===== config.mk =====
export PLATFORM = sky130hd
export DESIGN_NAME = vlc_bitstream_scheduler
export DESIGN_NICKNAME = d
export VERILOG_FILES = /design/src/rtl/prores_vlc_pkg.sv /design/src/rtl/vlc_code_fifo.sv /design/src/rtl/vlc_bitstream_scheduler.sv
export SDC_FILE = /design/constraint.sdc
export NUM_CORES = 1
export LEC_CHECK = 0
export ABC_CLOCK_PERIOD_IN_PS = 4500
export CAP_MARGIN = 40
export CORE_AREA = 5 5 332 334
export DETAILED_ROUTE_END_ITERATION = 8
export DIE_AREA = 0 0 337 339
export PLACE_DENSITY = 0.63
export RECOVER_POWER = 100
export SETUP_SLACK_MARGIN = 0.2
export SLEW_MARGIN = 20
export SYNTH_ARGS = -nofsm -noshare
export SYNTH_HDL_FRONTEND = slang
export SYNTH_SLANG_ARGS = --single-unit

===== constraint.sdc =====
create_clock -name clock -period 4.5 [get_ports clock]
set_input_delay 0.9 -clock clock [delete_from_list [all_inputs] [get_ports clock]]
set_output_delay 0.9 -clock clock [all_outputs]
set_load 0.02 [all_outputs]

===== src/rtl/prores_vlc_pkg.sv =====
// Shared types for the ProRes VLC bitstream scheduler.
//   codeword_t    : one buffered codeword (value, bit length, last-level marker)
//   sched_state_e : slice sequencing states
//   CW_VAL_W/CW_LEN_W : default codeword field widths
//   SRC_*         : source index into the per-source FIFO bank
package prores_vlc_pkg;
  localparam int CW_VAL_W = 32;
  localparam int CW_LEN_W = 6;

  localparam int NUM_SRC = 3;
  localparam int SRC_DC  = 0;
  localparam int SRC_RUN = 1;
  localparam int SRC_LVL = 2;

  typedef struct packed {
    logic [CW_VAL_W-1:0] val;
    logic [CW_LEN_W-1:0] size;
    logic                last;
  } codeword_t;

  typedef enum logic [2:0] {
    IDLE, DC, AC_RUN, AC_LVL, FLUSH, DONE
  } sched_state_e;
endpackage


===== src/rtl/vlc_code_fifo.sv =====
// Codeword FIFO, one per entropy source.
//   clock/reset_n : clock, async active-low reset
//   clr           : synchronous clear (wins over push/pop)
//   push/din      : write; ignored when full
//   pop           : advance head; ignored when empty
//   head          : current head entry, combinational
//   full/empty    : occupancy flags
module vlc_code_fifo
  import prores_vlc_pkg::*;
#(
  parameter int DEPTH = 8
) (
  input  logic      clock,
  input  logic      reset_n,
  input  logic      clr,
  input  logic      push,
  input  codeword_t din,
  input  logic      pop,
  output codeword_t head,
  output logic      full,
  output logic      empty
);
  localparam int AW = $clog2(DEPTH);

  codeword_t        mem [DEPTH];
  logic [AW:0]      wr_ptr, rd_ptr;

  // Extra pointer MSB distinguishes full from empty when indices match.
  assign empty = (wr_ptr == rd_ptr);
  assign full  = (wr_ptr[AW] != rd_ptr[AW]) && (wr_ptr[AW-1:0] == rd_ptr[AW-1:0]);
  assign head  = mem[rd_ptr[AW-1:0]];

  always_ff @(posedge clock or negedge reset_n) begin
    if (!reset_n) begin
      wr_ptr <= '0;
      rd_ptr <= '0;
    end else if (clr) begin
      wr_ptr <= '0;
      rd_ptr <= '0;
    end else begin
      if (push && !full) wr_ptr <= wr_ptr + (AW+1)'(1);
      if (pop && !empty) rd_ptr <= rd_ptr + (AW+1)'(1);
    end
  end

  always_ff @(posedge clock) begin
    if (push && !full && !clr) mem[wr_ptr[AW-1:0]] <= din;
  end
endmodule


===== src/rtl/vlc_bitstream_scheduler.sv =====
// Sequences slice codewords into the set_bit packer in ProRes order:
// block_num DC codewords, then AC run/level pairs (run first) until the
// level marked last, then one flush request, then a slice_done pulse.
// Ports:
//   clock, reset_n               : clock, async active-low reset
//   slice_start, block_num       : start/restart a slice, DC count for it
//   dc_*/run_*/lvl_*             : source handshakes (valid/ready/val/size), lvl_last
//   out_enable/out_ready         : registered codeword toward set_bit
//   out_val/out_size_of_bit      : codeword value / bit length (clamped to VAL_W)
//   out_flush_bit                : flush request (val/size are 0)
//   slice_done                   : 1-cycle pulse after flush accepted
//   err_overflow/err_length      : sticky error flags, cleared on slice_start
// Optional (define VLC_SCHED_STATS_EN):
//   stat_bits, stat_codewords    : saturating sum of sizes / count of accepted codewords
module vlc_bitstream_scheduler
  import prores_vlc_pkg::*;
#(
  parameter int FIFO_DEPTH = 8,
  parameter int VAL_W      = CW_VAL_W,
  parameter int LEN_W      = CW_LEN_W
) (
  input  logic             clock,
  input  logic             reset_n,
  input  logic             slice_start,
  input  logic [31:0]      block_num,
  input  logic             dc_valid,
  output logic             dc_ready,
  input  logic [VAL_W-1:0] dc_val,
  input  logic [LEN_W-1:0] dc_size,
  input  logic             run_valid,
  output logic             run_ready,
  input  logic [VAL_W-1:0] run_val,
  input  logic [LEN_W-1:0] run_size,
  input  logic             lvl_valid,
  output logic             lvl_ready,
  input  logic [VAL_W-1:0] lvl_val,
  input  logic [LEN_W-1:0] lvl_size,
  input  logic             lvl_last,
  output logic             out_enable,
  input  logic             out_ready,
  output logic [VAL_W-1:0] out_val,
  output logic [LEN_W-1:0] out_size_of_bit,
  output logic             out_flush_bit,
  output logic             slice_done,
  output logic             err_overflow,
  output logic             err_length
`ifdef VLC_SCHED_STATS_EN
  ,
  output logic [31:0]      stat_bits,
  output logic [31:0]      stat_codewords
`endif
);
  localparam logic [LEN_W-1:0] MAX_SIZE = LEN_W'(VAL_W);

  sched_state_e         state, state_n;
  codeword_t            fifo_din  [NUM_SRC];
  codeword_t            fifo_head [NUM_SRC];
  logic [NUM_SRC-1:0]   src_valid, fifo_push, fifo_pop, fifo_full, fifo_empty;
  logic [31:0]          dc_cnt, blk_q;
  codeword_t            pop_cw;
  logic [LEN_W-1:0]     pop_size;
  logic                 mid_slice, abort, can_load, load_flush, flush_acc;

  assign src_valid = {lvl_valid, run_valid, dc_valid};
  assign fifo_din[SRC_DC]  = '{val: dc_val,  size: dc_size,  last: 1'b0};
  assign fifo_din[SRC_RUN] = '{val: run_val, size: run_size, last: 1'b0};
  assign fifo_din[SRC_LVL] = '{val: lvl_val, size: lvl_size, last: lvl_last};

  // A restart only discards buffered data when a slice is actually in flight;
  // data pushed while IDLE/DONE belongs to the slice being started.
  assign mid_slice = (state == DC) || (state == AC_RUN) || (state == AC_LVL) || (state == FLUSH);
  assign abort     = slice_start && mid_slice;

  assign fifo_push = src_valid & ~fifo_full & {NUM_SRC{~abort}};
  assign dc_ready  = ~fifo_full[SRC_DC];
  assign run_ready = ~fifo_full[SRC_RUN];
  assign lvl_ready = ~fifo_full[SRC_LVL];

  for (genvar i = 0; i < NUM_SRC; i++) begin : g_fifo
    vlc_code_fifo #(.DEPTH(FIFO_DEPTH)) u_fifo (
      .clock  (clock),
      .reset_n(reset_n),
      .clr    (abort),
      .push   (fifo_push[i]),
      .din    (fifo_din[i]),
      .pop    (fifo_pop[i]),
      .head   (fifo_head[i]),
      .full   (fifo_full[i]),
      .empty  (fifo_empty[i])
    );
  end

  // Head selected by state (not by pop) so pop decisions never loop back.
  always_comb begin
    pop_cw = fifo_head[SRC_LVL];
    if (state == DC)          pop_cw = fifo_head[SRC_DC];
    else if (state == AC_RUN) pop_cw = fifo_head[SRC_RUN];
  end
  assign pop_size = (pop_cw.size > MAX_SIZE) ? MAX_SIZE : pop_cw.size;

  // Output register is free when empty or being accepted this cycle.
  assign can_load = !out_enable || out_ready;

  always_ff @(posedge clock or negedge reset_n) begin
    if (!reset_n) state <= IDLE;
    else          state <= state_n;
  end

  always_comb begin
    state_n    = state;
    fifo_pop   = '0;
    load_flush = 1'b0;
    flush_acc  = 1'b0;
    if (slice_start) begin
      state_n = (block_num == 32'd0) ? FLUSH : DC;
    end else begin
      case (state)
        DC: if (can_load && !fifo_empty[SRC_DC]) begin
          fifo_pop[SRC_DC] = 1'b1;
          if (dc_cnt == blk_q - 32'd1) state_n = AC_RUN;
        end
        AC_RUN: if (can_load && !fifo_empty[SRC_RUN]) begin
          fifo_pop[SRC_RUN] = 1'b1;
          state_n           = AC_LVL;
        end
        AC_LVL: if (can_load && !fifo_empty[SRC_LVL]) begin
          fifo_pop[SRC_LVL] = 1'b1;
          state_n           = pop_cw.last ? FLUSH : AC_RUN;
        end
        FLUSH: begin
          if (out_enable && out_flush_bit) begin
            if (out_ready) begin
              flush_acc = 1'b1;
              state_n   = DONE;
            end
          end else if (can_load) begin
            load_flush = 1'b1;
          end
        end
        DONE:    state_n = IDLE;
        default: state_n = IDLE;
      endcase
    end
  end

  assign slice_done = (state == DONE);

  always_ff @(posedge clock or negedge reset_n) begin
    if (!reset_n) begin
      out_enable      <= 1'b0;
      out_val         <= '0;
      out_size_of_bit <= '0;
      out_flush_bit   <= 1'b0;
      dc_cnt          <= '0;
      blk_q           <= '0;
      err_overflow    <= 1'b0;
      err_length      <= 1'b0;
    end else if (slice_start) begin
      out_enable      <= 1'b0;
      out_val         <= '0;
      out_size_of_bit <= '0;
      out_flush_bit   <= 1'b0;
      dc_cnt          <= '0;
      blk_q           <= block_num;
      err_overflow    <= 1'b0;
      err_length      <= 1'b0;
    end else begin
      if (out_enable && out_ready) begin
        out_enable    <= 1'b0;
        out_flush_bit <= 1'b0;
      end
      if (fifo_pop[SRC_DC]) dc_cnt <= dc_cnt + 32'd1;
      // Zero-length codewords are consumed for sequencing but never emitted.
      if (|fifo_pop && pop_cw.size != '0) begin
        out_enable      <= 1'b1;
        out_val         <= pop_cw.val;
        out_size_of_bit <= pop_size;
        out_flush_bit   <= 1'b0;
      end
      if (load_flush) begin
        out_enable      <= 1'b1;
        out_val         <= '0;
        out_size_of_bit <= '0;
        out_flush_bit   <= 1'b1;
      end
      if (flush_acc) out_flush_bit <= 1'b0;
      if (|(src_valid & fifo_full))             err_overflow <= 1'b1;
      if (|fifo_pop && pop_cw.size > MAX_SIZE)  err_length   <= 1'b1;
    end
  end

`ifdef VLC_SCHED_STATS_EN
  logic [32:0] bits_sum;
  assign bits_sum = {1'b0, stat_bits} + 33'(out_size_of_bit);

  always_ff @(posedge clock or negedge reset_n) begin
    if (!reset_n) begin
      stat_bits      <= '0;
      stat_codewords <= '0;
    end else if (slice_start) begin
      stat_bits      <= '0;
      stat_codewords <= '0;
    end else if (out_enable && out_ready && !out_flush_bit) begin
      stat_bits <= bits_sum[32] ? '1 : bits_sum[31:0];
      if (stat_codewords != '1) stat_codewords <= stat_codewords + 32'd1;
    end
  end
`endif
endmodule

# --- Yosys cells after proc, flatten, opt, wreduce, memory -nomap -nowiden ---
# Memory sizes are Yosys's and may differ from the RTL's.
# Index checks and enable logic that the tools add are counted.
# Widths: inputs -> output; s select.
totals:
  regBits: 133
  ram_bits: 920
  wordCells: 171
  n_memories: 3
memory_table:
  columns: ["memory", "depth", "word_bits", "rd", "rd_ports_with_merged_regs", "write_ports", "line", "rtl"]
  rows:
  - ["g_fifo[2].u_fifo.mem", 8, 39, 1, 0, 1, "vlc_code_fifo.sv:25", "codeword_t mem [DEPTH];"]
  - ["g_fifo[0].u_fifo.mem", 8, 38, 1, 0, 1, "vlc_code_fifo.sv:25", null]
  - ["g_fifo[1].u_fifo.mem", 8, 38, 1, 0, 1, "vlc_code_fifo.sv:25", null]
classes:
  add_sub_neg: 8
  magnitude_cmp: 1
  eq_ne: 21
  n_mux: 66
  n_bitwise: 8
  reduce_logical: 49
ops:
  columns: ["cell", "count"]
  rows:
  - ["$mux 32", 5]
  - ["$mux 39", 2]
  - ["$mux 4", 12]
  - ["$add 32x1->32 const B", 1]
  - ["$eq 32x32->1", 1]
  - ["$logic_not 32->1", 1]
  - ["$mux 1", 32]
  - ["$sub 32x1->32 const B", 1]
  - ["$mux 3", 10]
  - ["$add 4x1->4 const B", 6]
  - ["$mux 6", 4]
  - ["$logic_and 1x1->1", 20]
  - ["$reduce_bool 2->1", 9]
  - ["$ne 3x2->1 const B", 5]
  - ["$eq 4x4->1", 3]
  - ["$pmux 3 s4", 1]
  - ["$and 3x3->3", 3]
  - ["$eq 3x3->1", 3]
  - ["$logic_not 1->1", 8]
  - ["$eq 3x2->1 const B", 2]
  - ["$eq 3x3->1 const B", 2]
  - ["$gt 6x6->1 const B", 1]
  - ["$reduce_and 6->1", 1]
  - ["$reduce_bool 6->1", 1]
  - ["other kinds (10)", 19]

# --- Depth between registers and ports, before layout ---
# Gate-level depths: netlist of run 1.
logic_depth:
  depth_word: 12
  depth_mapped: 12

# --- By module ---
# A second synthesis of run 1 with hierarchy kept.
hier_totals:
  hier_cells: 2324
  area_unflattened_um2: 44776.7
by_module_without_submodules:
  columns: ["mod", "n_inst", "cells_each", "area_per_inst_um2", "seq_area_each_um2"]
  rows:
  - ["vlc_code_fifo", 3, 531, 12717.2, 9569.2]
  - ["vlc_bitstream_scheduler", 1, 731, 6625.1, 2727.6]

# --- Least setup slack after synthesis of run 1 ---
# Ideal clock, no wire load.
synth_path:
  path_kind: "register to register"
  startpoint: "register g_fifo[2].u_fifo.rd_ptr[1]"
  endpoint: "memory g_fifo[2].u_fifo.mem[0][0] in the netlist's numbering, enable pin"
  setup_ns: 0.484
  t_arrival_ns: 4.496
  setup_slack_ns: -0.480
  path_stages_with_launch: 8
  n_path_buf: 2
  synth_period_minus_slack_ns: 4.980
  path_cell_list: "dfrtp_1 -> clkbuf_1 -> buf_2 -> xnor2_1 -> nand4b_1 -> nand2_1 -> or3_1 -> nor3_1"
synth_via:
  elab_chain_cells: 9
  elab_cells_between_ends: 10
  classes_between: "eq/ne (1); mux (2); bitwise (3); reduce/logical (4)"
synth_rtl:
  columns: ["item", "line", "rtl"]
  rows:
  - ["from (decl)", "vlc_code_fifo.sv:26", "logic [AW:0] wr_ptr, rd_ptr;"]
  - ["from (signal assigned)", "vlc_code_fifo.sv:42", "if (pop && !empty) rd_ptr <= rd_ptr + (AW+1)'(1);"]
  - ["$eq 3x3->1 (*)", "vlc_code_fifo.sv:30", "assign full = (wr_ptr[AW] != rd_ptr[AW]) && (wr_ptr[AW-1:0] == rd_ptr[AW-1:0]);"]
  - ["$logic_and 1x1->1 (*)", "vlc_code_fifo.sv:30", null]
  - ["$not 3->3", "vlc_bitstream_scheduler.sv:74", "assign fifo_push = src_valid & ~fifo_full & {NUM_SRC{~abort}};"]
  - ["$and 3x3->3 (2 in series)", "vlc_bitstream_scheduler.sv:74", null]
  - ["$logic_and 1x1->1 (*) (2 in series)", "vlc_code_fifo.sv:47", "if (push && !full && !clr) mem[wr_ptr[AW-1:0]] <= din;"]
  - ["$mux 1 (*)", "vlc_code_fifo.sv:47", null]
  - ["$mux 1 (not written as such) (*)", "vlc_code_fifo.sv:47", null]
  - ["to (decl)", "vlc_code_fifo.sv:25", null]
# Every way passes the cells marked *; elsewhere a longest branch is shown, timed or not.

# --- Worst setup path after layout of run 1 ---
layout_path:
  startpoint: "register state[1]"
  endpoint: "memory g_fifo[0].u_fifo.mem[1][3] in the netlist's numbering, enable pin"
layout_via:
  elab_chain_cells: 11
  elab_cells_between_ends: 15
  classes_between: "eq/ne (4); mux (2); bitwise (2); reduce/logical (7)"
layout_rtl:
  columns: ["item", "line", "rtl"]
  rows:
  - ["from (decl)", "vlc_bitstream_scheduler.sv:55", "sched_state_e state, state_n;"]
  - ["from (signal assigned)", "vlc_bitstream_scheduler.sv:106", "else state <= state_n;"]
  - ["$eq 3x1->1 or $eq 3x2->1 (tied branches)", "vlc_bitstream_scheduler.sv:71", "assign mid_slice = (state == DC) || (state == AC_RUN) || (state == AC_LVL) || (state == FLUSH);"]
  - ["$logic_or 1x1->1 (2 in series)", "vlc_bitstream_scheduler.sv:71", null]
  - ["$logic_or 1x1->1 (*)", "vlc_bitstream_scheduler.sv:71", null]
  - ["$logic_and 1x1->1 (*)", "vlc_bitstream_scheduler.sv:72", "assign abort = slice_start && mid_slice;"]
  - ["$not 1->1", "vlc_bitstream_scheduler.sv:74", null]
  - ["$and 3x3->3", "vlc_bitstream_scheduler.sv:74", null]
  - ["$logic_and 1x1->1", "vlc_code_fifo.sv:47", null]
  - ["$logic_and 1x1->1 (*)", "vlc_code_fifo.sv:47", null]
  - ["$mux 1 (*)", "vlc_code_fifo.sv:47", null]
  - ["$mux 1 (not written as such) (*)", "vlc_code_fifo.sv:47", null]
  - ["to (decl)", "vlc_code_fifo.sv:25", null]
# Marks and branches as above.

==> results of run 1 <==
-- kinds of logic after synthesis --
| group | count (synthesis) | share of synthesized area (%) |
|---|---|---|
| muxes | 374 | 15.8 |
| AOI/OAI and AO/OA | 180 | 2.62 |
| buffers and inverters | 145 | 1.41 |
| xor gates and xnor gates | 96 | 1.98 |
| DFF | 1053 | 73.0 |
| and+or+nand+nor | 403 | 4.99 |
| adders and majority gates | 8 | 0.236 |
-- stage by stage --
step / cells / util, % / area (um^2) / worst slack, ns
6_report: 4014 / 46.8 / 49900 / 0.563
5_1_grt: 4000 / 46.8 / 49900 / 0.379
4_1_cts: 3996 / 47.0 / 50100 / 0.837
3_5_place_dp: 3794 / 43.7 / 46600 / 0.900
3_3_place_gp: 3788 / 43.6 / 46500 / 0.980
2_1_floorplan: 2259 / - / 42500 / 0.563
-- per-layer routing --
layer,part of all wire [%],track usage (%)
met4,3.2,5.28
met5,0.11,0
met3,8.6,5.29
met1,40,23.9
met2,48,28.7
-- cell type report --
class	instances	area, um^2	area share [%]
Antenna cell	16	40.0	0.0802
Clock buffer	139	2880	5.77
Clock inverter	63	546	1.09
Inverter	20	75.1	0.150
Multi-Input combinational cell	1061	11000	22.1
Sequential cell	1053	31000	62.1
Tap cell	1403	1760	3.52
Timing Repair Buffer	259	2630	5.28
-- how the worst max path moves through the flow --
stage,from,end,slack (ns),cells past startpoint
after global placement,slice_start,state[0],0.98,9
after global routing,state[2],g_fifo[0].u_fifo.mem[1][3],0.38,8
after floorplan,g_fifo[2].u_fifo.rd_ptr[1],g_fifo[2].u_fifo.mem[6][0],0.56,7
after CTS,g_fifo[1].u_fifo.rd_ptr[0],run_ready,0.84,3
after detailed placement,slice_start,state[0],0.90,9
final,state[1],g_fifo[0].u_fifo.mem[1][3],0.56,8
-- worst min-delay path: stages, from the launching register on --
cell	delay, ns
dfrtp_1	0.33
nand3_1	0.06
o21ai_0	0.07
-- registers in the layout (all words and copies together) (netlist names) --
register	flops
state	3
err_length	1
out_val	32
out_flush_bit	1
blk_q	32
dc_cnt	32
g_fifo.u_fifo.mem	920
out_enable	1
out_size_of_bit	6
err_overflow	1
g_fifo.u_fifo.rd_ptr	12
g_fifo.u_fifo.wr_ptr	12
-- power by group through the flow --
| stage | clock, mW | combinational, mW | sequential [mW] |
|---|---|---|---|
| after floorplan | 0 | 4.02 | 12.2 |
| after global placement | 0 | 6.13 | 12.4 |
| after detailed placement | 0 | 6.29 | 12.5 |
| after CTS | 8.78 | 6.32 | 12.3 |
| after global routing | 9.20 | 6.55 | 12.4 |
| final | 8.58 | 6.11 | 12.3 |
-- cell usage after synthesis (20+ instances only) --
library cell	count	area share, %
a21oi_1	24	0.28
a22oi_1	23	0.41
buf_1	28	0.25
buf_2	23	0.27
clkbuf_1	69	0.61
dfrtp_1	133	7.8
edfxtp_1	920	65
inv_1	20	0.18
mux2_2	61	1.6
mux2i_1	82	1.9
mux4_2	230	12
nand2_1	57	0.50
nand3_1	66	0.78
nor2_1	122	1.1
nor3_1	25	0.29
o21ai_0	75	0.88
xnor2_1	54	1.1
xor2_1	42	0.87
==> results.md, run 1 <==
- Worst-Skew Late Latency: 0.71 ns
- GRT Total Usage: 17.9%
- Final Hold Slack: 0.498 ns
- DRT Wirelength: 104 mm
- FP Rows: 120
- Via density: 5.52
- Reg2Reg Setup Slack: 0.56 ns
- Post-synth EDFFs: 920
- Most common cell after layout, fill and taps aside: edfxtp_1
- Global-route wire length before repair: 152 mm
- Ports: 200
- Longest Clk Path Bufs: 3
- F_max: 0.254 GHz
- Post-synth ARST share: 12.6%
- CP peak stage delay: 0.79 ns
- Syn. warnings: 0
- Hold Path End: out_val[0]
- CTS tree: yes
- Worst hold path startpoint: out_val[0]
- Die area: 114000 um^2
- CP arrival: 4.04 ns
- VDD IR-drop max: 0.000316 V
- Largest net degree at the start of global routing: 79
- Post-cts sizing count: 0
- WL/cell: 25.9 um
- Fin Setup TNS: 0 ns
- Post-synth cell types: 70
- Critical-path cell list: nand2b_1 > nor2_1 > o21a_1 > clkbuf_1 > nor2_1 > nand2_1 > nor3_4 > clkbuf_2
- Detail Route Antenna Nets: 0
- Fin crit share: 87.5%
- Port Buffers: 199
- Failing checks: max-capacitance violations, max-slew violations
- Cells after Synth: 2259
- Final Hold Vio Count: 0
- Sequential Power Share: 45.5%
- Power Density: 540 nW/um^2
- Die height: 339 um
- Cts hold-fix bufs: 0
- Routability Congestion: 0.879
- H-Tree Depth: 3
- Synthesized net count: 2421
- Crit start category: register
- Worst Path Required: 4.60 ns
- Min cycle time layout: 3.94 ns
- Pwr Total: 26.9 mW
- Primary FF master, synth: edfxtp_1
- Sequential-to-total area share from yosys stat: 73.0%
- Layout Nets: 2664
- Post-Syn Area: 42400 um^2
- Drt initial violations: 1805
- CP endpoint kind: register
- Layout cell share with drive strength beyond 1: 21.2%
- Worst Path Class, Setup: reg -> reg
- Detailed placement HPWL: 66.9 mm
- Vias in the first global route: 22700
- Avg Cell Area, Syn: 18.8 um^2
- Die width: 337 um
- Gr ovfl total: 0
- CP dominant cell by count: nor2_1
- Crit path max fanout: 38
- Clock root buffer: clkbuf_16
- CTS sink cnt: 1053
- Clk pin slew, worst setup/hold paths: 0.06 ns
- Internal power: 19.1 mW
- Fill count: 8918
- Starting Density: 39.8%
- Skew final: 0.0623 ns
- Slew headroom: -59.1%
- Worst path bufs/invs: 2
- Setup violations, final: 0
- Drt drc: 0
- Logic pwr share: 22.7%
- Switching pwr: 7.86 mW
- Reg2Reg Depth: 8
- Sw frac: 29.2%
- FF-to-FF End: g_fifo[0].u_fifo.mem[1][3]
- Clk pwr share: 31.9%
- Fin. max-slew vios: 39
- Hold Path Stages: 2
- Via count: 22200
- Critical Path Slowest Stage Cell: clkbuf_2
- Post-CTS Setup Inserts: 0
- R2r startpoint: state[1]
- Core ar.: 107000 um^2
- Unrepaired setup endpoints after global routing: false
- Commonest cells after routing, fill and taps aside: edfxtp_1 (920), mux4_2 (230), dlygate4sd3_1 (165)
- CTS buffer count: 107
- Number of max-cap violations: 1
- DR pass1 iterations: 5
- CP top delay family: buffers and inverters
- Min-delay worst type: reg -> reg
- Leak: 16.1 nW
- Antenna violations before repair: 52
- Worst Tran Pin Value: 2.39 ns
- Yosys reg bits: 1053
- Status: finished with violations
- Layout Area Growth over Synthesis: 17.7%
No activity file was read; power rests on OpenSTA's default activity.
==> run 2, diff against run 1 <==
--- a/config.mk
+++ b/config.mk
@@ -10,7 +10,8 @@
 export CORE_AREA = 5 5 332 334
 export DETAILED_ROUTE_END_ITERATION = 8
 export DIE_AREA = 0 0 337 339
-export PLACE_DENSITY = 0.63
+export DONT_BUFFER_PORTS = 1
+export PLACE_DENSITY = 0.6
 export RECOVER_POWER = 100
 export SETUP_SLACK_MARGIN = 0.2
 export SLEW_MARGIN = 20
==> run 2 against run 1 <==
The run now ends clean. Via count down 5.0%. Non-clock buffer count down 204. Clock skew down 0.00066 ns. Die area unchanged. Routed wire length down 1.4%. Largest power group unchanged.
==> results.md, run 2 (synthesis results as in run 1) <==
- Post-CTS Setup Inserts: 0 (unchanged)
- CP dominant cell by count: nor2_1
- Clk pin slew, worst setup/hold paths: 0.06 ns (about the same)
- Fill count: 9072 (+1.7%)
- Via density: 5.54 (+0.45%)
- Vias in the first global route: 21900 (-3.5%)
- Die area: 114000 um^2 (unchanged)
- Fin Setup TNS: 0 ns (unchanged)
- VDD IR-drop max: 0.000363 V (+15%)
- Detailed placement HPWL: 64.5 mm (-3.6%)
- CP peak stage delay: 0.70 ns (-0.09 ns)
- Worst Tran Pin Value: 1.41 ns (-0.980 ns)
- Skew final: 0.0616 ns (-0.000656 ns)
- H-Tree Depth: 3 (unchanged)
- Routability Congestion: 0.879 (about the same)
- Number of max-cap violations: 0 (-1)
- Drt initial violations: 1793 (-0.66%)
- GRT Total Usage: 17.8% (-0.12 points)
- Layout Area Growth over Synthesis: 13.3%
- Power Density: 565 nW/um^2 (+4.7%)
- Antenna violations before repair: 4 (-92%)
- Critical-path cell list: nand2b_1 > nor2_1 > o21a_1 > clkbuf_1 > or3_1 > nor2_1 > clkbuf_2
- CP Launch Point: state[1]
- Post-cts sizing count: 0 (unchanged)
- Fin. max-slew vios: 0 (-100%)
- Gr ovfl total: 0 (unchanged)
- CP top delay family: simple AND/OR/NAND/NOR gates
- Most common cell after layout, fill and taps aside: edfxtp_1
- Clock root buffer: clkbuf_16
- R2r startpoint: state[1]
- Cell Area, Placed: 44400 um^2 (-4.8%)
- Final core utilization: 45.1% (-1.8 points)
- Slew headroom: 6.22% (+65 points)
- Die width: 337 um (unchanged)
- CTS tree: yes
- Worst path bufs/invs: 2 (unchanged)
- CP endpoint kind: register
- Core ar.: 107000 um^2 (unchanged)
- Starting Density: 39.8% (unchanged)
- Longest Clk Path Bufs: 3 (unchanged)
- Die height: 339 um (unchanged)
- Largest net degree at the start of global routing: 134 (+70%)
- Worst-Skew Late Latency: 0.69 ns (-0.02 ns)
- Final Hold Slack: 0.207 ns (-0.292 ns)
- Crit path max fanout: 21 (-45%)
- Port Buffers: 0 (-100%)
- Crit start category: register
- DR pass1 iterations: 5 (unchanged)
- FP Rows: 120 (unchanged)
- Post-placement cell count: 3589 (-5.4%)
- Worst Path Required: 4.82 ns (+0.22 ns)
- Final Hold Vio Count: 0 (unchanged)
- Fin crit share: 84.9% (-2.6 points)
- Unrepaired setup endpoints after global routing: false
- Global-route wire length before repair: 150 mm (-1.6%)
- Fin cells: 3798 (-5.4%)
- Min-delay worst type: in -> async
- F_max: 0.262 GHz (+3.1%)
- WL/cell: 26.9 um (+4.2%)
- DRT Wirelength: 102 mm (-1.4%)
- CP arrival: 4.14 ns (+0.10 ns)
- Layout Nets: 2461 (-7.6%)
- Max FFs per register: 920 (unchanged)
- Leak: 15.2 nW (-5.3%)
- Critical Path Slowest Stage Cell: clkbuf_2
- Status: finished clean
- CTS buffer count: 108 (+0.93%)
- Post-Layout Inst Area: 48100 um^2 (-3.7%)
- Ports: 200 (unchanged)
- Min cycle time layout: 3.82 ns (-0.118 ns)
- Commonest cells after routing, fill and taps aside: edfxtp_1 (920), mux4_2 (230), dfrtp_1 (125)
- Worst Path Class, Setup: reg -> reg
- Setup violations, final: 0 (unchanged)
- Via count: 21100 (-5.0%)
- CTS sink cnt: 1053 (unchanged)
- Layout cell share with drive strength beyond 1: 22.8% (+1.6 points)
- Drt drc: 0 (unchanged)
- Detail Route Antenna Nets: 0 (unchanged)
-- run 2: changes by cell type in the layout (fill, tap and decap cells not counted), sizes merged, moves of 3 or more --
| cell | previous run | this run |
|---|---|---|
| dlygate4sd3 | 165 | 0 |
| clkdlybuf4s50 | 32 | 0 |
| clkinv | 54 | 34 |
| diode | 16 | 3 |
| bufinv | 6 | 15 |
| buf | 39 | 42 |
-- run 2: where the power goes --
| part | switching (mW) | internal [mW] |
|---|---|---|
| logic | 3.14 | 2.34 |
| registers | 0.892 | 11.6 |
| clock network | 3.67 | 5.50 |
| total | 7.70 | 19.5 |
-- run 2: through the flow --
| stage | power [mW] | setup WS [ns] |
|---|---|---|
| final | 27.2 | 0.681 |
| after global routing | 28.3 | 0.421 |
| after CTS | 27.5 | 1.05 |
| after detailed placement | 18.3 | 1.02 |
| after global placement | 18.1 | 1.11 |
| after floorplan | 16.2 | 0.563 |
-- run 2: timing repair --
item | 4_1_cts | 5_1_grt
hold buffers | 1 | 0
endpoints found under the setup margin | 0 | 0
hold endpoints to repair | 133 | 0
-- run 2: cell type report --
cell class / count / area, um^2 / area share (%)
inverters: 20 / 75.1 / 0.156
multi-input cells: 1061 / 11000 / 23.0
clock buffers: 149 / 2980 / 6.20
flip-flops and latches: 1053 / 31000 / 64.5
diodes: 3 / 7.51 / 0.0156
repair buffers: 55 / 499 / 1.04
well taps: 1403 / 1760 / 3.65
clock inverters: 54 / 722 / 1.50
-- run 2: layer usage --
layer / up-vias / track usage [%] / wire length (um) / part of all wire (%)
met4: 0 / 5.16 / 3010 / 2.9
met2: 646 / 28.7 / 49200 / 48
li1: 9202 / - / - / -
met1: 11100 / 22.5 / 39900 / 39
met3: 139 / 6.87 / 10200 / 10
met5: - / 0 / 0 / 0
-- run 2: final timing paths --
check                      depth (start not counted)  slack (ns)                     endpoint
min                                                1        0.21                  out_val[24]
min in group clock                                 0        0.30  g_fifo[0].u_fifo.mem[6][10]
max                                                7        0.68  g_fifo[0].u_fifo.mem[6][12]
min reg2reg                                        1        0.52   g_fifo[1].u_fifo.wr_ptr[3]
max reg2reg                                        7        0.68  g_fifo[0].u_fifo.mem[6][12]
max in group asynchronous                          1        3.70                    blk_q[11]
-- run 2: worst reg2reg max path, delay by kind of cell, from the launching register on --
kind | cells | cell delay [ns]
flops | 1 | 0.62
buf+inv | 2 | 1.03
simple gates | 4 | 1.45
compound gates | 1 | 0.37
